--- src/rtl/uart_tx_pkg.sv ---
// Shared constants for the UART transmitter: register map, STATUS layout, FSM encodings.
// The PARITY state exists only when UART_TX_PARITY_EN is defined.
package uart_tx_pkg;

  localparam logic [1:0] REG_TXDATA   = 2'd0;
  localparam logic [1:0] REG_STATUS   = 2'd1;
  localparam logic [1:0] REG_BAUD_DIV = 2'd2;

  localparam int STAT_BUSY    = 0;
  localparam int STAT_FULL    = 1;
  localparam int STAT_EMPTY   = 2;
  localparam int STAT_OVF     = 3;
  localparam int STAT_CNT_LSB = 4;

  localparam logic [15:0] MIN_DIV = 16'd2;

  typedef enum logic [2:0] {
    ST_IDLE   = 3'd0,
    ST_START  = 3'd1,
    ST_DATA   = 3'd2,
    ST_STOP   = 3'd3
`ifdef UART_TX_PARITY_EN
    ,
    ST_PARITY = 3'd4
`endif
  } tx_state_t;

  function automatic logic [3:0] sat_count(input int unsigned cnt);
    return (cnt > 15) ? 4'hF : 4'(cnt);
  endfunction

  function automatic logic [15:0] clamp_div(input logic [15:0] div);
    return (div < MIN_DIV) ? MIN_DIV : div;
  endfunction

endpackage

--- src/rtl/sync_fifo.sv ---
// Single-clock FIFO with show-ahead read data. A push while full is accepted only
// when a pop happens in the same cycle.
module sync_fifo #(
  parameter int WIDTH = 8,
  parameter int DEPTH = 8
) (
  input  logic                       clk,
  input  logic                       rst,
  input  logic                       i_push,
  input  logic                       i_pop,
  input  logic [WIDTH-1:0]           i_data,
  output logic [WIDTH-1:0]           o_data,
  output logic                       o_full,
  output logic                       o_empty,
  output logic [$clog2(DEPTH+1)-1:0] o_count
);

  localparam int PW = $clog2(DEPTH);
  localparam int CW = $clog2(DEPTH+1);

  logic [WIDTH-1:0] r_mem [DEPTH];
  logic [PW-1:0]    r_wr_ptr;
  logic [PW-1:0]    r_rd_ptr;
  logic [CW-1:0]    r_count;
  logic             w_push_ok;
  logic             w_pop_ok;

  assign o_full    = (r_count == CW'(DEPTH));
  assign o_empty   = (r_count == '0);
  assign o_count   = r_count;
  assign o_data    = r_mem[r_rd_ptr];
  assign w_pop_ok  = i_pop && !o_empty;
  assign w_push_ok = i_push && (!o_full || w_pop_ok);

  always_ff @(posedge clk) begin
    if (w_push_ok) r_mem[r_wr_ptr] <= i_data;
  end

  always_ff @(posedge clk) begin
    if (rst) begin
      r_wr_ptr <= '0;
      r_rd_ptr <= '0;
      r_count  <= '0;
    end else begin
      if (w_push_ok) r_wr_ptr <= r_wr_ptr + 1'b1;
      if (w_pop_ok)  r_rd_ptr <= r_rd_ptr + 1'b1;
      case ({w_push_ok, w_pop_ok})
        2'b10:   r_count <= r_count + 1'b1;
        2'b01:   r_count <= r_count - 1'b1;
        default: r_count <= r_count;
      endcase
    end
  end

endmodule

--- src/rtl/uart_tx_peripheral.sv ---
// Memory-mapped UART transmitter: register decode, TX FIFO, bit timer and framing FSM.
// Define UART_TX_PARITY_EN to insert an even parity bit after data bit 7 (8E1).
//
//  state  | meaning
//  IDLE   | line high, waiting for a FIFO entry
//  START  | start bit (low)
//  DATA   | 8 data bits, LSB first
//  PARITY | even parity bit (UART_TX_PARITY_EN only)
//  STOP   | stop bit (high); may chain directly into the next START
module uart_tx_peripheral
  import uart_tx_pkg::*;
#(
  parameter int          FIFO_DEPTH  = 8,
  parameter logic [15:0] DEFAULT_DIV = 16'd868
) (
  input  logic        clk,
  input  logic        rst,
  input  logic        rd_en_i,
  input  logic        wr_en_i,
  input  logic [31:0] addr_i,
  input  logic [31:0] data_i,
  output logic [31:0] data_o,
  output logic        tx_o,
  output logic        busy_o
);

  localparam int CW = $clog2(FIFO_DEPTH+1);

  tx_state_t   r_state;
  logic [15:0] r_timer;
  logic [15:0] r_div_frame;
  logic [15:0] r_baud_div;
  logic [7:0]  r_shift;
  logic [2:0]  r_bit_cnt;
  logic        r_tx;
  logic        r_overflow;
`ifdef UART_TX_PARITY_EN
  logic        r_parity;
`endif

  logic [1:0]    w_sel;
  logic          w_wr_txdata;
  logic          w_wr_status;
  logic          w_wr_baud;
  logic          w_fifo_full;
  logic          w_fifo_empty;
  logic [CW-1:0] w_fifo_count;
  logic [7:0]    w_fifo_dout;
  logic          w_timer_done;
  logic          w_pop;
  logic          w_unused;

  assign w_sel        = addr_i[3:2];
  assign w_wr_txdata  = wr_en_i && (w_sel == REG_TXDATA);
  assign w_wr_status  = wr_en_i && (w_sel == REG_STATUS);
  assign w_wr_baud    = wr_en_i && (w_sel == REG_BAUD_DIV);
  assign w_timer_done = (r_timer == 16'd0);
  // A new frame is fetched from IDLE, or at the last clock of STOP for gap-free chaining.
  assign w_pop        = !w_fifo_empty &&
                        ((r_state == ST_IDLE) || ((r_state == ST_STOP) && w_timer_done));
  assign w_unused     = ^{addr_i[31:4], addr_i[1:0], data_i[31:16]};

  sync_fifo #(
    .WIDTH (8),
    .DEPTH (FIFO_DEPTH)
  ) u_fifo (
    .clk     (clk),
    .rst     (rst),
    .i_push  (w_wr_txdata),
    .i_pop   (w_pop),
    .i_data  (data_i[7:0]),
    .o_data  (w_fifo_dout),
    .o_full  (w_fifo_full),
    .o_empty (w_fifo_empty),
    .o_count (w_fifo_count)
  );

  always_ff @(posedge clk) begin
    if (rst) begin
      r_baud_div <= DEFAULT_DIV;
      r_overflow <= 1'b0;
    end else begin
      if (w_wr_baud) r_baud_div <= clamp_div(data_i[15:0]);
      if (w_wr_txdata && w_fifo_full && !w_pop)
        r_overflow <= 1'b1;
      else if (w_wr_status && data_i[STAT_OVF])
        r_overflow <= 1'b0;
    end
  end

  always_ff @(posedge clk) begin
    if (rst) begin
      r_state     <= ST_IDLE;
      r_timer     <= 16'd0;
      r_div_frame <= DEFAULT_DIV;
      r_shift     <= 8'd0;
      r_bit_cnt   <= 3'd0;
      r_tx        <= 1'b1;
`ifdef UART_TX_PARITY_EN
      r_parity    <= 1'b0;
`endif
    end else begin
      if (!w_timer_done) r_timer <= r_timer - 16'd1;
      case (r_state)
        ST_IDLE: r_tx <= 1'b1;
        ST_START: begin
          if (w_timer_done) begin
            r_tx      <= r_shift[0];
            r_timer   <= r_div_frame - 16'd1;
            r_bit_cnt <= 3'd0;
            r_state   <= ST_DATA;
          end
        end
        ST_DATA: begin
          if (w_timer_done) begin
            r_timer <= r_div_frame - 16'd1;
            if (r_bit_cnt == 3'd7) begin
`ifdef UART_TX_PARITY_EN
              r_tx    <= r_parity;
              r_state <= ST_PARITY;
`else
              r_tx    <= 1'b1;
              r_state <= ST_STOP;
`endif
            end else begin
              r_shift   <= {1'b0, r_shift[7:1]};
              r_tx      <= r_shift[1];
              r_bit_cnt <= r_bit_cnt + 3'd1;
            end
          end
        end
`ifdef UART_TX_PARITY_EN
        ST_PARITY: begin
          if (w_timer_done) begin
            r_tx    <= 1'b1;
            r_timer <= r_div_frame - 16'd1;
            r_state <= ST_STOP;
          end
        end
`endif
        ST_STOP: begin
          if (w_timer_done) begin
            r_tx    <= 1'b1;
            r_state <= ST_IDLE;
          end
        end
        default: begin
          r_tx    <= 1'b1;
          r_state <= ST_IDLE;
        end
      endcase
      // Frame start overrides the IDLE/STOP defaults; the divisor is latched here for the whole frame.
      if (w_pop) begin
        r_shift     <= w_fifo_dout;
        r_div_frame <= r_baud_div;
        r_timer     <= r_baud_div - 16'd1;
        r_tx        <= 1'b0;
        r_state     <= ST_START;
`ifdef UART_TX_PARITY_EN
        r_parity    <= ^w_fifo_dout;
`endif
      end
    end
  end

  assign tx_o   = r_tx;
  assign busy_o = (r_state != ST_IDLE) || !w_fifo_empty;

  always_comb begin
    data_o = 32'd0;
    if (rd_en_i) begin
      case (w_sel)
        REG_STATUS: begin
          data_o[STAT_BUSY]           = busy_o;
          data_o[STAT_FULL]           = w_fifo_full;
          data_o[STAT_EMPTY]          = w_fifo_empty;
          data_o[STAT_OVF]            = r_overflow;
          data_o[STAT_CNT_LSB +: 4]   = sat_count(32'(w_fifo_count));
        end
        REG_BAUD_DIV: data_o[15:0] = r_baud_div;
        default:      data_o = 32'd0;
      endcase
    end
  end

endmodule

--- config.mk ---
export PLATFORM = sky130hd
export DESIGN_NAME = uart_tx_peripheral
export DESIGN_NICKNAME = d
export VERILOG_FILES = /design/src/rtl/uart_tx_pkg.sv /design/src/rtl/sync_fifo.sv /design/src/rtl/uart_tx_peripheral.sv
export SDC_FILE = /design/constraint.sdc
export NUM_CORES = 1
export LEC_CHECK = 0
export CORE_MARGIN = 4
export CORE_UTILIZATION = 49
export DETAILED_ROUTE_END_ITERATION = 16
export PLACE_DENSITY = 0.76
export SETUP_SLACK_MARGIN = 0.4
export SYNTH_ARGS = -nofsm -noshare
export SYNTH_HDL_FRONTEND = slang
export SYNTH_SLANG_ARGS = --single-unit
--- constraint.sdc ---
create_clock -name clk -period 3.65 [get_ports clk]
set_clock_uncertainty 0.1 [all_clocks]
set_input_delay 0.73 -clock clk [delete_from_list [all_inputs] [get_ports clk]]
set_output_delay 0.73 -clock clk [all_outputs]
set_load 0.01 [all_outputs]
* Yosys cells after proc, flatten, opt, wreduce, memory -nomap -nowiden
Memory sizes are Yosys's and may differ from the RTL's. A register that Yosys moved wholly into a read port is not among the register bits. Cells that the tools add are included. Widths: inputs -> output; s select.
Storage, ports and cells: bits in registers 74, output and inout bits 34, memories kept 1, word-level logic and storage cells 110, input port bits 68, RAM bits 64
Cells by class: reductions and logical operators 33, equal/unequal tests 20, magnitude comparators 1, mux-type cells 34, add/sub/neg operators 8, bitwise gates (word level) 1
Memory list:
- u_fifo.r_mem | depth 8, bits a word 8, read ports 1, clocked after memory_dff 1, write ports 1, RTL line sync_fifo.sv:21 | logic [WIDTH-1:0] r_mem [DEPTH];
Operators by type and width (count):
- $mux 16 | 6
- $sub 16x1->16 const B | 3
- $mux 8 | 5
- $mux 3 | 8
- $logic_not 16->1 | 1
- $lt 16x2->1 const B | 1
- $pmux 8 s2 | 1
- $ne 3x2->1 const B | 4
- $pmux 3 s4 | 1
- $logic_and 1x1->1 | 10
- $mux 1 | 10
- $ne 2x2->1 const B | 5
- $reduce_and 5->1 | 2
- $reduce_bool 2->1 | 5
- $add 3x1->3 const B | 3
- $pmux 4 s2 | 1
- $eq 3x2->1 const B | 2
- $pmux 3 s2 | 1
- $reduce_and 3->1 | 2
- $add 4x1->4 const B | 1
- $eq 2x1->1 const B | 2
- $eq 2x2->1 const B | 2
- $eq 4x4->1 const B | 1
- $logic_not 4->1 | 1
- 13 further kinds | 19

* Longest topological paths before layout
depth in word-level cells 9, mapped depth 18, depth with buffers taken out 14

* Modules after synthesis
From an unflattened synthesis, not the netlist that was laid out.
Unflattened totals: cell total of the unflattened synthesis 681, area, all modules 7160.6 um2
By module, submodules not included:
- uart_tx_peripheral | area each 3957.5 um2, cells each 505, seq. area each 1261.2 um2, times used 1
- sync_fifo | area each 3203.1 um2, cells each 176, seq. area each 2182.1 um2, times used 1

* Worst setup path after synthesis
No wires, ideal clock.
kind register -> register, from register r_timer[0], to register u_fifo.r_count[3], in the netlist u_fifo.o_count[3], data required time 3.480 ns, cell stages (with the launch flop) 19, library setup time 0.070 ns, period minus slack after synthesis 3.747 ns, buffers on the path 4, arrival time 3.577 ns, slack -0.097 ns, cell sequence dfxtp_1 -> inv_1 -> ha_1 -> or4b_1 -> buf_2 -> nor4_4 -> a21oi_1 -> or2_1 -> buf_6 -> clkinv_4 -> buf_8 -> buf_6 -> ha_1 -> ha_1 -> a21o_1 -> a21oi_1 -> xnor2_1 -> or3_1 -> a21oi_1
On the way: cells in the longest elaborated chain, start to end 9, elaborated cells between the ends (all ways) 11, those cells by class 2 x eq/ne; 1 x mux; 8 x reduce/logical
Ends and longest elaborated chain:
- start, declared | RTL line uart_tx_peripheral.sv:30 | logic [15:0] r_timer;
- start signal, assigned | RTL line uart_tx_peripheral.sv:103 | if (!w_timer_done) r_timer <= r_timer - 16'd1;
- start signal, assigned | RTL line uart_tx_peripheral.sv:109 | r_timer <= r_div_frame - 16'd1;
- start signal, assigned | RTL line uart_tx_peripheral.sv:116 | r_timer <= r_div_frame - 16'd1;
- $logic_not 16->1 * | RTL line uart_tx_peripheral.sv:57 | assign w_timer_done = (r_timer == 16'd0);
- $logic_and 1x1->1 * | RTL line uart_tx_peripheral.sv:60 | ((r_state == ST_IDLE) || ((r_state == ST_STOP) && w_timer_done));
- $logic_or 1x1->1 * | RTL line uart_tx_peripheral.sv:60
- $logic_and 1x1->1 * | RTL line uart_tx_peripheral.sv:59 | assign w_pop = !w_fifo_empty &&
- net u_fifo.i_pop | RTL line sync_fifo.sv:10 | input logic i_pop,
- $logic_and 1x1->1 * | RTL line sync_fifo.sv:32 | assign w_pop_ok = i_pop && !o_empty;
- $logic_or 1x1->1 | RTL line sync_fifo.sv:33 | assign w_push_ok = i_push && (!o_full || w_pop_ok);
- $logic_and 1x1->1 | RTL line sync_fifo.sv:33
- $eq 2x1->1 / $eq 2x2->1 (equally long branches) | RTL line sync_fifo.sv:47 | case ({w_push_ok, w_pop_ok})
- $pmux 4 s2 / $reduce_bool 2->1 (equally long branches)
- end signal, assigned | RTL line sync_fifo.sv:48 | 2'b10: r_count <= r_count + 1'b1;
- end signal, assigned | RTL line sync_fifo.sv:49 | 2'b01: r_count <= r_count - 1'b1;
- end signal, assigned | RTL line sync_fifo.sv:50 | default: r_count <= r_count;
- end, declared | RTL line sync_fifo.sv:24 | logic [CW-1:0] r_count;
Mark *: on every way through the listed nets, which the timed path passes. The rest lies on a longest branch. A chain may end at the register's enable or synchronous reset.

* Worst setup path in the final report
from register r_timer[0], to register u_fifo.r_count[3], in the netlist u_fifo.o_count[3]
On the way: cells in the longest elaborated chain, start to end 9, elaborated cells between the ends (all ways) 11, those cells by class 2 x eq/ne; 1 x mux; 8 x reduce/logical
Ends and longest elaborated chain (RTL line):
- $logic_not 16->1 * | uart_tx_peripheral.sv:57
- $logic_and 1x1->1 * | uart_tx_peripheral.sv:60
- $logic_or 1x1->1 * | uart_tx_peripheral.sv:60
- $logic_and 1x1->1 * | uart_tx_peripheral.sv:59
- $logic_and 1x1->1 * | sync_fifo.sv:32
- $logic_or 1x1->1 | sync_fifo.sv:33
- $logic_and 1x1->1 | sync_fifo.sv:33
- $eq 2x1->1 / $eq 2x2->1 (equally long branches) | sync_fifo.sv:47
- $pmux 4 s2 / $reduce_bool 2->1 (equally long branches)
Every way passes the cells marked *; elsewhere a longest branch is shown, timed or not.

==> metrics.md <==
| Metric | Value |
|---|---|
| Status | complete, no violations |
| GRT overflow | 0 |
| Vias post-DR | 5163 |
| CTS tree | done |
| Slew HR | 42.3% |
| Int Pwr | 3.61 mW |
| Max VDD drop | 0.000476 V |
| Starting DRT DRC Count | 434 |
| Synth warn | 0 |
| Top cells by count, synth | nand2_1 (92), dfxtp_1 (76), edfxtp_1 (64), a21oi_1 (43), nor2_1 (43) |
| Clock sinks | 140 |
| Area leader, netlist | edfxtp_1 |
| Post-synthesis simple-gate area fraction | 17.4% |
| WS Path Type | reg -> reg |
| Clock latency on the worst-skew pair | 0.43 ns |
| Synth Instances | 659 |
| Fmax | 303 MHz |
| Setup WS pre-CTS | 0.250 ns |
| Pwr per Cell Area | 701 nW/um^2 |
| Initial antenna violation count | 0 |
| # nets final | 791 |
| Seq/Total Area, Yosys | 50.1% |
| Xor/xnor share of the synthesized area | 4.72% |
| Number of fill cells | 1081 |
| Clock Tree Buf Depth | 2 |
| Final hold vios | 0 |
| Asr flop ratio synth | 0% |
| Static Leakage | 2.97 nW |
| Max Cap Violations | 0 |
| Antenna diodes | 0 |
| Gate power share | 34.4% |
| Worst hold path type | reg -> reg |
| Fin crit share | 90.4% |
| Total Die Area | 16000 um^2 |
| Pwr Total | 5.70 mW |
| Num CTS Buffers | 17 |
| Final Setup Violations | 0 |
| DRT Wirelength | 15900 um |
| Max Fanout on Critical Path | 5 |
| DIE WIDTH | 126 um |
| All-layer global routing usage | 20.3% |
| Clock H-tree levels | 4 |
| Placed instance count | 855 |
| Synth unique cells | 62 |
| Clock share of power | 29.0% |
| Cell row count | 43 |
| Post-synthesis cell area | 6870 um^2 |
| Vias/cell | 5.75 |
| Switching share of power | 36.7% |
| Max Slew Vio Count | 0 |
| Number of global-route vias before repair | 4992 |
| Total core area | 13800 um^2 |
| Global-route wire length before repair | 25600 um |
| Post-DP HPWL | 11000 um |
| Root Buffer | clkbuf_16 |
| Synth-to-Final Area Change | 18.3% |
| Largest cells by area after synthesis | edfxtp_1 (28%), dfxtp_1 (22%), mux4_2 (5.2%) |
| Drt pass-1 iters | 5 |
| Ratio of cells with drive above 1 in the final layout | 15.3% |
| Post-Synth Adder-Cell Area | 3.39% |
| CP arrival | 3.56 ns |
| Reg power frac | 36.6% |
| Initial core utilization | 49.7% |
| Top_reg_cell synth | dfxtp_1 |
| ANT nets after route | 0 |
| Worst Tran Pin Value | 0.864 ns |
| Most common cell in the netlist | nand2_1 |
| Die Ht | 126 um |
| TNS Setup | 0 ns |
| Main combinational cell family by area after synthesis | simple AND/OR/NAND/NOR gates |
| Yosys reg bits | 140 |
| Crit start category | register |
| Drt wl/cell | 17.7 um |
| Synth Area in Compound Gates | 11.7% |
| Port Buf Inserts | 39 |
| Largest net degree at the start of global routing | 50 |
| Switch Pwr | 2.09 mW |
| Placer's final routability congestion estimate | 0.966 |
| Mapped Avg Cell Area | 10.4 um^2 |
| Final std cells w/o fill | 898 |
| I/O pin count | 102 |
| EDFF count, synth | 64 |
| Mux contribution to synthesized area | 6.87% |
| Crit end category | register |
| Residual DRC | 0 |
| WP data required | 3.91 ns |
| Fin crit period | 3.30 ns |
| RSZ-0062 raised after global routing | yes |
| PnR worst setup slack | 0.350 ns |
| Yosys top cell area share | 28.0% |
| Clock Pin Slew Worst Setup and Hold Paths | 0.06 ns |
what timing repair did:
action	CTS	global route
hold buffers	0	0
hold endpoints to repair	0	0
setup buffers	1	10
gates resized for setup	2	20
endpoints found under the setup margin	13	16
pin swaps	1	10
state kept, by name, indices dropped and copies added, names as in the netlist, named ones only:
name and count:
r_div_frame 16, r_shift 8, r_baud_div 16, u_fifo.r_mem 64
r_bit_cnt 3, tx_o 1, r_overflow 1, u_fifo.r_rd_ptr 3
r_state 2, u_fifo.o_count 4, u_fifo.r_wr_ptr 3, r_timer 16
logic make-up after synthesis:
| kind of cell | after synthesis |
|---|---|
| buf+inv | 74 |
| flops | 140 |
| xor+xnor | 37 |
| simple gates | 241 |
| mux | 27 |
| compound gates | 121 |
| other cells | 1 |
| fa+ha+maj | 18 |
critical path, cell delays in order (launching register included):
cell,delay [ns]
dfxtp_4,0.35
inv_2,0.06
ha_4,0.12
or4b_4,0.48
nor4_4,0.32
buf_4,0.20
a211oi_4,0.08
nor2_2,0.17
inv_2,0.09
ha_4,0.18
ha_4,0.20
a21o_1,0.16
a21oi_2,0.14
xnor2_1,0.08
or3_1,0.36
a21oi_2,0.13
power groups by stage:
| stage | combinational [mW] | clock (mW) | sequential, mW |
|---|---|---|---|
| floorplan | 1.61 | 0 | 2.02 |
| global placement | 1.80 | 0 | 2.09 |
| detailed placement | 1.87 | 0 | 2.11 |
| CTS | 1.88 | 1.68 | 2.08 |
| global route | 2.17 | 1.76 | 2.11 |
| finish | 1.96 | 1.66 | 2.09 |
layer usage:
layer / vias up / share of wire [%] / track usage (%)
li1: 2472 / - / -
met1: 2518 / 41 / 24.8
met3: 27 / 4.9 / 4.59
met2: 146 / 52 / 34.9
met5: - / 0 / 0
met4: 0 / 2.1 / 7.76
path summary, 6_finish.rpt:
| check | cells after the start | start | end | slack [ns] |
|---|---|---|---|---|
| worst min-delay path | 2 | r_div_frame[15] | r_div_frame[15] | 0.37 |
| worst max register to register | 15 | r_timer[0] | u_fifo.o_count[3] | 0.35 |
| worst max-delay path | 15 | r_timer[0] | u_fifo.o_count[3] | 0.35 |
| worst min register to register | 2 | r_div_frame[15] | r_div_frame[15] | 0.37 |
placed cells by master (no fill, tap or decap), drive strengths merged, types with 8 or more instances in the layout:
master	n
edfxtp	64
inv	23
mux2i	10
nand3b	10
and3	9
nand3	8
ha	17
nor3	19
a211oi	29
a21oi	43
o21ai	15
or3	10
clkdlybuf4s50	30
nor4	16
nor2	44
dfxtp	76
clkbuf	17
xnor2	21
or4	10
buf	31
nand2	92
conb	16
xor2	16
mux4	16
clkinv	8
a22oi	11
final cells by class:
type / count / area [um^2] / area share (%)
clock inverters: 15 / 151 / 1.86
inverters: 17 / 68.8 / 0.847
well taps: 180 / 225 / 2.77
repair buffers: 69 / 627 / 7.71
multi-input cells: 460 / 3180 / 39.1
clock buffers: 17 / 425 / 5.23
flip-flops and latches: 140 / 3450 / 42.5
through the flow:
step	cell area (um^2)	hold WS (ns)	util, %
after global routing	8130	0.412	58.8
after detailed placement	7390	0.362	53.5
final	8130	0.373	58.8
after global placement	7390	0.353	53.5
after floorplan	6970	0.348	-
after CTS	7980	0.371	57.7
Power figures use the tool's default switching activity.
